--- src/rtl/uart_rx.sv ---
// uart_rx: UART receiver, mid-bit sampling, LSB first, valid/ready output with framing and overrun flags.
// Optional macro UART_RX_PARITY_EN switches to 8E1 frames and adds the parity_err_o pulse.
module uart_rx #(
    parameter int CLKS_PER_BIT = 10000
) (
    input  logic       clk_i,
    input  logic       reset_i,
    input  logic       rx_i,
    output logic [7:0] rx_data_o,
    output logic       valid_o,
    input  logic       ready_i,
    output logic       frame_err_o,
`ifdef UART_RX_PARITY_EN
    output logic       parity_err_o,
`endif
    output logic       overrun_o
);
    localparam int CNT_W = $clog2(CLKS_PER_BIT);
    localparam logic [CNT_W-1:0] HALF_LAST = CNT_W'(CLKS_PER_BIT / 2 - 1);
    localparam logic [CNT_W-1:0] FULL_LAST = CNT_W'(CLKS_PER_BIT - 1);

`ifdef UART_RX_PARITY_EN
    typedef enum logic [2:0] {S_IDLE, S_START, S_DATA, S_PARITY, S_STOP, S_WAIT_HIGH} state_t;
`else
    typedef enum logic [2:0] {S_IDLE, S_START, S_DATA, S_STOP, S_WAIT_HIGH} state_t;
`endif

    state_t           r_state;
    state_t           w_state_next;
    logic             r_rx_meta;
    logic             r_rx_s;
    logic [CNT_W-1:0] r_cnt;
    logic [2:0]       r_idx;
    logic [7:0]       r_shreg;
    logic             r_deliver;
    logic [7:0]       r_rx_data;
    logic             r_valid;
    logic             r_frame_err;
    logic             r_overrun;
    logic             w_half_hit;
    logic             w_full_hit;
    logic             w_shift_en;
    logic             w_stop_ok;
    logic             w_stop_bad;
`ifdef UART_RX_PARITY_EN
    logic             r_par_bad;
    logic             r_parity_err;
    logic             w_par_sample;
`endif

    assign w_half_hit = (r_cnt == HALF_LAST);
    assign w_full_hit = (r_cnt == FULL_LAST);

    // Synchroniser idles high so a reset release never looks like a start edge.
    always_ff @(posedge clk_i or posedge reset_i) begin
        if (reset_i) begin
            r_rx_meta <= 1'b1;
            r_rx_s    <= 1'b1;
        end else begin
            r_rx_meta <= rx_i;
            r_rx_s    <= r_rx_meta;
        end
    end

    always_ff @(posedge clk_i or posedge reset_i) begin
        if (reset_i) begin
            r_state <= S_IDLE;
        end else begin
            r_state <= w_state_next;
        end
    end

    always_comb begin
        w_state_next = r_state;
        w_shift_en   = 1'b0;
        w_stop_ok    = 1'b0;
        w_stop_bad   = 1'b0;
`ifdef UART_RX_PARITY_EN
        w_par_sample = 1'b0;
`endif
        case (r_state)
            S_IDLE: begin
                if (!r_rx_s) w_state_next = S_START;
            end
            S_START: begin
                if (w_half_hit) w_state_next = r_rx_s ? S_IDLE : S_DATA;
            end
            S_DATA: begin
                if (w_full_hit) begin
                    w_shift_en = 1'b1;
`ifdef UART_RX_PARITY_EN
                    if (r_idx == 3'd7) w_state_next = S_PARITY;
`else
                    if (r_idx == 3'd7) w_state_next = S_STOP;
`endif
                end
            end
`ifdef UART_RX_PARITY_EN
            S_PARITY: begin
                if (w_full_hit) begin
                    w_par_sample = 1'b1;
                    w_state_next = S_STOP;
                end
            end
`endif
            S_STOP: begin
                if (w_full_hit) begin
                    if (r_rx_s) begin
                        w_stop_ok    = 1'b1;
                        w_state_next = S_IDLE;
                    end else begin
                        w_stop_bad   = 1'b1;
                        w_state_next = S_WAIT_HIGH;
                    end
                end
            end
            S_WAIT_HIGH: begin
                if (r_rx_s) w_state_next = S_IDLE;
            end
            default: w_state_next = S_IDLE;
        endcase
    end

    // Counter restarts on each state change and on every full bit period inside DATA.
    always_ff @(posedge clk_i or posedge reset_i) begin
        if (reset_i) begin
            r_cnt <= '0;
        end else if ((w_state_next != r_state) || w_full_hit || (r_state == S_IDLE)) begin
            r_cnt <= '0;
        end else begin
            r_cnt <= r_cnt + 1'b1;
        end
    end

    always_ff @(posedge clk_i or posedge reset_i) begin
        if (reset_i) begin
            r_idx   <= 3'd0;
            r_shreg <= 8'h00;
        end else begin
            if (r_state == S_START) begin
                r_idx <= 3'd0;
            end else if (w_shift_en) begin
                r_idx <= r_idx + 3'd1;
            end
            if (w_shift_en) r_shreg[r_idx] <= r_rx_s;
        end
    end

`ifdef UART_RX_PARITY_EN
    always_ff @(posedge clk_i or posedge reset_i) begin
        if (reset_i) begin
            r_par_bad    <= 1'b0;
            r_parity_err <= 1'b0;
        end else begin
            if (w_par_sample) r_par_bad <= r_rx_s ^ (^r_shreg);
            r_parity_err <= w_stop_ok & r_par_bad;
        end
    end
    assign parity_err_o = r_parity_err;
`endif

    always_ff @(posedge clk_i or posedge reset_i) begin
        if (reset_i) begin
            r_deliver   <= 1'b0;
            r_frame_err <= 1'b0;
        end else begin
`ifdef UART_RX_PARITY_EN
            r_deliver   <= w_stop_ok & ~r_par_bad;
`else
            r_deliver   <= w_stop_ok;
`endif
            r_frame_err <= w_stop_bad;
        end
    end

    // Output holding register: a delivery onto an unaccepted byte is dropped and flagged.
    always_ff @(posedge clk_i or posedge reset_i) begin
        if (reset_i) begin
            r_rx_data <= 8'h00;
            r_valid   <= 1'b0;
            r_overrun <= 1'b0;
        end else begin
            r_overrun <= 1'b0;
            if (r_deliver) begin
                if (r_valid && !ready_i) begin
                    r_overrun <= 1'b1;
                end else begin
                    r_rx_data <= r_shreg;
                    r_valid   <= 1'b1;
                end
            end else if (r_valid && ready_i) begin
                r_valid <= 1'b0;
            end
        end
    end

    assign rx_data_o   = r_rx_data;
    assign valid_o     = r_valid;
    assign frame_err_o = r_frame_err;
    assign overrun_o   = r_overrun;

endmodule

--- config.mk ---
export PLATFORM = sky130hd
export DESIGN_NAME = uart_rx
export DESIGN_NICKNAME = d
export VERILOG_FILES = /design/src/rtl/uart_rx.sv
export SDC_FILE = /design/constraint.sdc
export NUM_CORES = 1
export LEC_CHECK = 0
export CAP_MARGIN = 10
export CORE_MARGIN = 5
export CORE_UTILIZATION = 53
export CTS_CLUSTER_DIAMETER = 40
export DETAILED_ROUTE_END_ITERATION = 6
export GPL_ROUTABILITY_DRIVEN = 0
export PLACE_DENSITY = 0.73
export REMOVE_ABC_BUFFERS = 1
export SLEW_MARGIN = 20
export SYNTH_ARGS = -nofsm -noshare
export SYNTH_HDL_FRONTEND = slang
export SYNTH_SLANG_ARGS = --single-unit
--- constraint.sdc ---
create_clock -name clk_i -period 2.8 [get_ports clk_i]
set_clock_uncertainty 0.05 [all_clocks]
set_input_delay 0.56 -clock clk_i [delete_from_list [all_inputs] [get_ports clk_i]]
set_output_delay 0.56 -clock clk_i [all_outputs]
set_load 0.02 [all_outputs]
==> impl_metrics.py <==
metrics = {
    "worst_setup_path": {
        "worst_ep_required_time_ns": 2.93,
        "crit_buf_inv": 0,
        "path_cells": "nor4bb_1, and4_1, nand3b_4, nor4b_2, mux2_1",
        "timing.setup.critical_path_class": "reg2reg",
        "worst-r2r-setup-slack_ns": 0.38,
        "setup.worst_path.end_class": "flop",
        "cp_slowest_cell": "sky130_fd_sc_hd__dfrtp_1",
        "worst_path_dominant_cell_family": "simple AND/OR/NAND/NOR gates",
        "start_kind": "flop",
        "critical_path.max_stage_delay_ns": 0.46,
        "worst-endpoint-arrival_ns": 2.55,
        "path_max_fanout": 11,
    },
    "logic_synthesis": {
        "synth-edff-count": 0,
        "ys_ff_latch": 42,
        "syn-mean-instance-area_sq_um": 11.6,
        "synth_common_cells": "sky130_fd_sc_hd__dfrtp_1 (40), sky130_fd_sc_hd__nor2_1 (18), sky130_fd_sc_hd__mux2_1 (16)",
        "synth.lib_cells_used.distinct": 38,
        "postSynthCellCount": 171,
        "yosys_warnings": 0,
        "synth_seq_area_share": 0.529,
        "synth_top_flop_cell": "sky130_fd_sc_hd__dfrtp_1",
        "synth.area.top_cells": "sky130_fd_sc_hd__dfrtp_1 (50%), sky130_fd_sc_hd__mux2_1 (9.0%), sky130_fd_sc_hd__nor2_1 (3.4%)",
        "synth-async-reset-ratio": 1.00,
        "share_of_yosys_cell_area_claimed_by_the_top_area_cell_type": 0.503,
        "synth_top_cell_by_area": "sky130_fd_sc_hd__dfrtp_1",
        "post-synth-top-count-cell": "sky130_fd_sc_hd__dfrtp_1",
        "syn-cell-area_sq_um": 1990,
    },
    "timing": {
        "rsz0062_at_grt": "no",
        "timing.final.ws_setup_ns": 0.379,
        "fin_tns_setup_ns": 0,
        "timing_hold_violations_final": 0,
        "final-setup-viol-count": 0,
        "worst-slew-pin-transition_ns": 0.512,
        "hold_ws_ns": 0.308,
        "worst_slew_margin_rel": 0.659,
        "layout_worst_path_cycle_share": 0.865,
        "max_freq_ghz": 0.413,
        "slew_violations": 0,
        "min_period_ns": 2.42,
    },
    "grt": {
        "grt_antenna_before_repair": 0,
        "grt-ovfl-total": 0,
        "grt_max_degree": 43,
        "grt_use_total": 0.148,
        "first_global_vias": 1273,
        "first_pass_grt_wire_length_um": 5820,
    },
    "floorplanning": {
        "floorplan.rows": 22,
        "die_h_um": 71.3,
        "floorplan.io_pins": 15,
        "die_area_sq_um": 5080,
        "initial_utilization": 0.544,
        "dieWidth_um": 71.3,
        "fp.coreArea_sq_um": 3660,
    },
    "cells_and_area": {
        "post_route_non_filler_standard_cell_count": 237,
        "antenna-diode-count": 0,
        "nets": 195,
        "final-seq-area_sq_um": 1050,
        "finish.instance_area_sq_um": 2280,
        "nFillCells": 272,
        "final_layout_size_suffix_gt1_frac": 0.116,
        "multiInputGateArea_sq_um": 876,
        "syn_to_final_growth_pct": 14.3,
        "postLayoutCoreUtil": 0.622,
    },
    "cts": {
        "htreeDepth": 2,
        "cts_setup_buffers": 0,
        "clk-insertion-delay-late_ns": 0.30,
        "clock_tree_buf_depth": 2,
        "cts.sinks": 42,
        "numCtsBuffers": 5,
        "cts.reportedPaths.clkPinSlew_ns": 0.08,
        "cts.root.buffer_cell": "sky130_fd_sc_hd__clkbuf_8",
        "hold_buffers": 0,
        "cts.repair.resized": 0,
        "cts_tree": "yes",
    },
    "route": {
        "antenna_left": 0,
        "wirelength_um": 3550,
        "remaining_drc_errors": 0,
        "post_drt_wl_per_cell_um": 15.0,
        "iteration_count_of_the_initial_detailed_routing_pass": 4,
        "number_of_vias_after_detailed_routing": 1328,
        "avgViaCountPerCell": 5.60,
        "drt_iter0_markers": 47,
    },
    "power_and_ir_drop": {
        "max-vdd-ir-drop_v": 0.000347,
        "power_per_cell_area_nw_per_um2": 480,
        "total_power_mw": 1.09,
        "leakage_power_summed_over_all_cells_nw": 1.04,
    },
    "job": {
        "drv_cap": 0,
    },
    "run_status": {
        "run_status": "finished, final reports clean",
    },
    "placement": {
        "place_ws_ns": 0.482,
        "detailed_place_hpwl_um": 2470,
        "detailed_place.area_sq_um": 2170,
        "port-buffer-count": 14,
        "post-place-cells": 229,
    },
    "hold_path": {
        "holdCritPathClass": "reg2reg",
    },
}
==> layout make-up <==
| type | instances | share of cell area |
|---|---|---|
| timing repair buffer | 16 | 0.0681 |
| multi-input combinational | 116 | 0.385 |
| clock buffer | 7 | 0.0335 |
| clock inverter | 1 | 0.0132 |
| inverter | 7 | 0.0115 |
| sequential | 42 | 0.463 |
| tap | 48 | 0.0264 |
==> worst reg2reg max path: stages (launching register included) <==
cell and delay [ns]:
sky130_fd_sc_hd__dfrtp_1 0.46, sky130_fd_sc_hd__nor4bb_1 0.46, sky130_fd_sc_hd__and4_1 0.43, sky130_fd_sc_hd__nand3b_4 0.24, sky130_fd_sc_hd__nor4b_2 0.31, sky130_fd_sc_hd__mux2_1 0.35
==> kinds of logic (layout without fill, tap and decap cells) <==
| logic type | count (synthesis) | in the layout | share of synthesized area |
|---|---|---|---|
| muxes | 19 | 19 | 0.106 |
| AOI/OAI and AO/OA | 10 | 10 | 0.0333 |
| xor gates and xnor gates | 11 | 11 | 0.0484 |
| DFF | 42 | 42 | 0.529 |
| adders and majority gates | 3 | 3 | 0.0188 |
| buffers and inverters | 13 | 31 | 0.0314 |
| and+or+nand+nor | 73 | 73 | 0.234 |
==> power breakdown <==
part / leakage, nW / internal [mW] / switching (mW)
Sequential: 0.565 / 0.609 / 0.00324
Clock: 0.0524 / 0.267 / 0.197
Combinational: 0.425 / 0.00520 / 0.0122
==> sequential cells by signal, summed over array words and instances, names as in the netlist <==
name,flops
r_deliver,1
r_idx,3
r_rx_meta,1
frame_err_o,1
r_cnt,14
overrun_o,1
r_state,3
r_shreg,8
valid_o,1
r_rx_s,1
rx_data_o,8
==> worst paths after layout <==
check	cells after the start	start	end
worst max-delay path	5	r_cnt[7]	r_shreg[1]
worst min-delay path	0	r_rx_meta	r_rx_s
worst max register to register	5	r_cnt[7]	r_shreg[1]
worst min register to register	0	r_rx_meta	r_rx_s
max in group asynchronous	3	reset_i	r_rx_s
min in group asynchronous	3	reset_i	r_cnt[9]
==> per-layer routing <==
metal,part of all wire,GRT usage
met1,0.45,0.178
met2,0.48,0.237
met3,0.056,0.0505
met4,0.018,0.0752
met5,0,0
==> placed cells by master, fill, tap and decap left out, types with 2 or more instances in the layout <==
cell type                          n
sky130_fd_sc_hd__nand2_1          10
sky130_fd_sc_hd__buf_4             2
sky130_fd_sc_hd__inv_1             7
sky130_fd_sc_hd__nor2b_1           4
sky130_fd_sc_hd__xor2_1            6
sky130_fd_sc_hd__a21oi_1           3
sky130_fd_sc_hd__clkbuf_1          2
sky130_fd_sc_hd__and4_1            2
sky130_fd_sc_hd__nor2_1           18
sky130_fd_sc_hd__clkbuf_8          5
sky130_fd_sc_hd__clkdlybuf4s50_1  14
sky130_fd_sc_hd__a31oi_1           2
sky130_fd_sc_hd__nor4bb_1          2
sky130_fd_sc_hd__nor4b_2           2
sky130_fd_sc_hd__dfstp_2           2
sky130_fd_sc_hd__dfrtp_1          40
sky130_fd_sc_hd__mux2_1           16
sky130_fd_sc_hd__mux2i_1           3
sky130_fd_sc_hd__nor3_1            8
sky130_fd_sc_hd__nor4_2            4
sky130_fd_sc_hd__and3_1            2
sky130_fd_sc_hd__nand3_1           3
sky130_fd_sc_hd__nand4_1           6
sky130_fd_sc_hd__nor3_2            5
sky130_fd_sc_hd__ha_1              3
sky130_fd_sc_hd__xnor2_1           5
No activity file was read; power rests on OpenSTA's default activity.
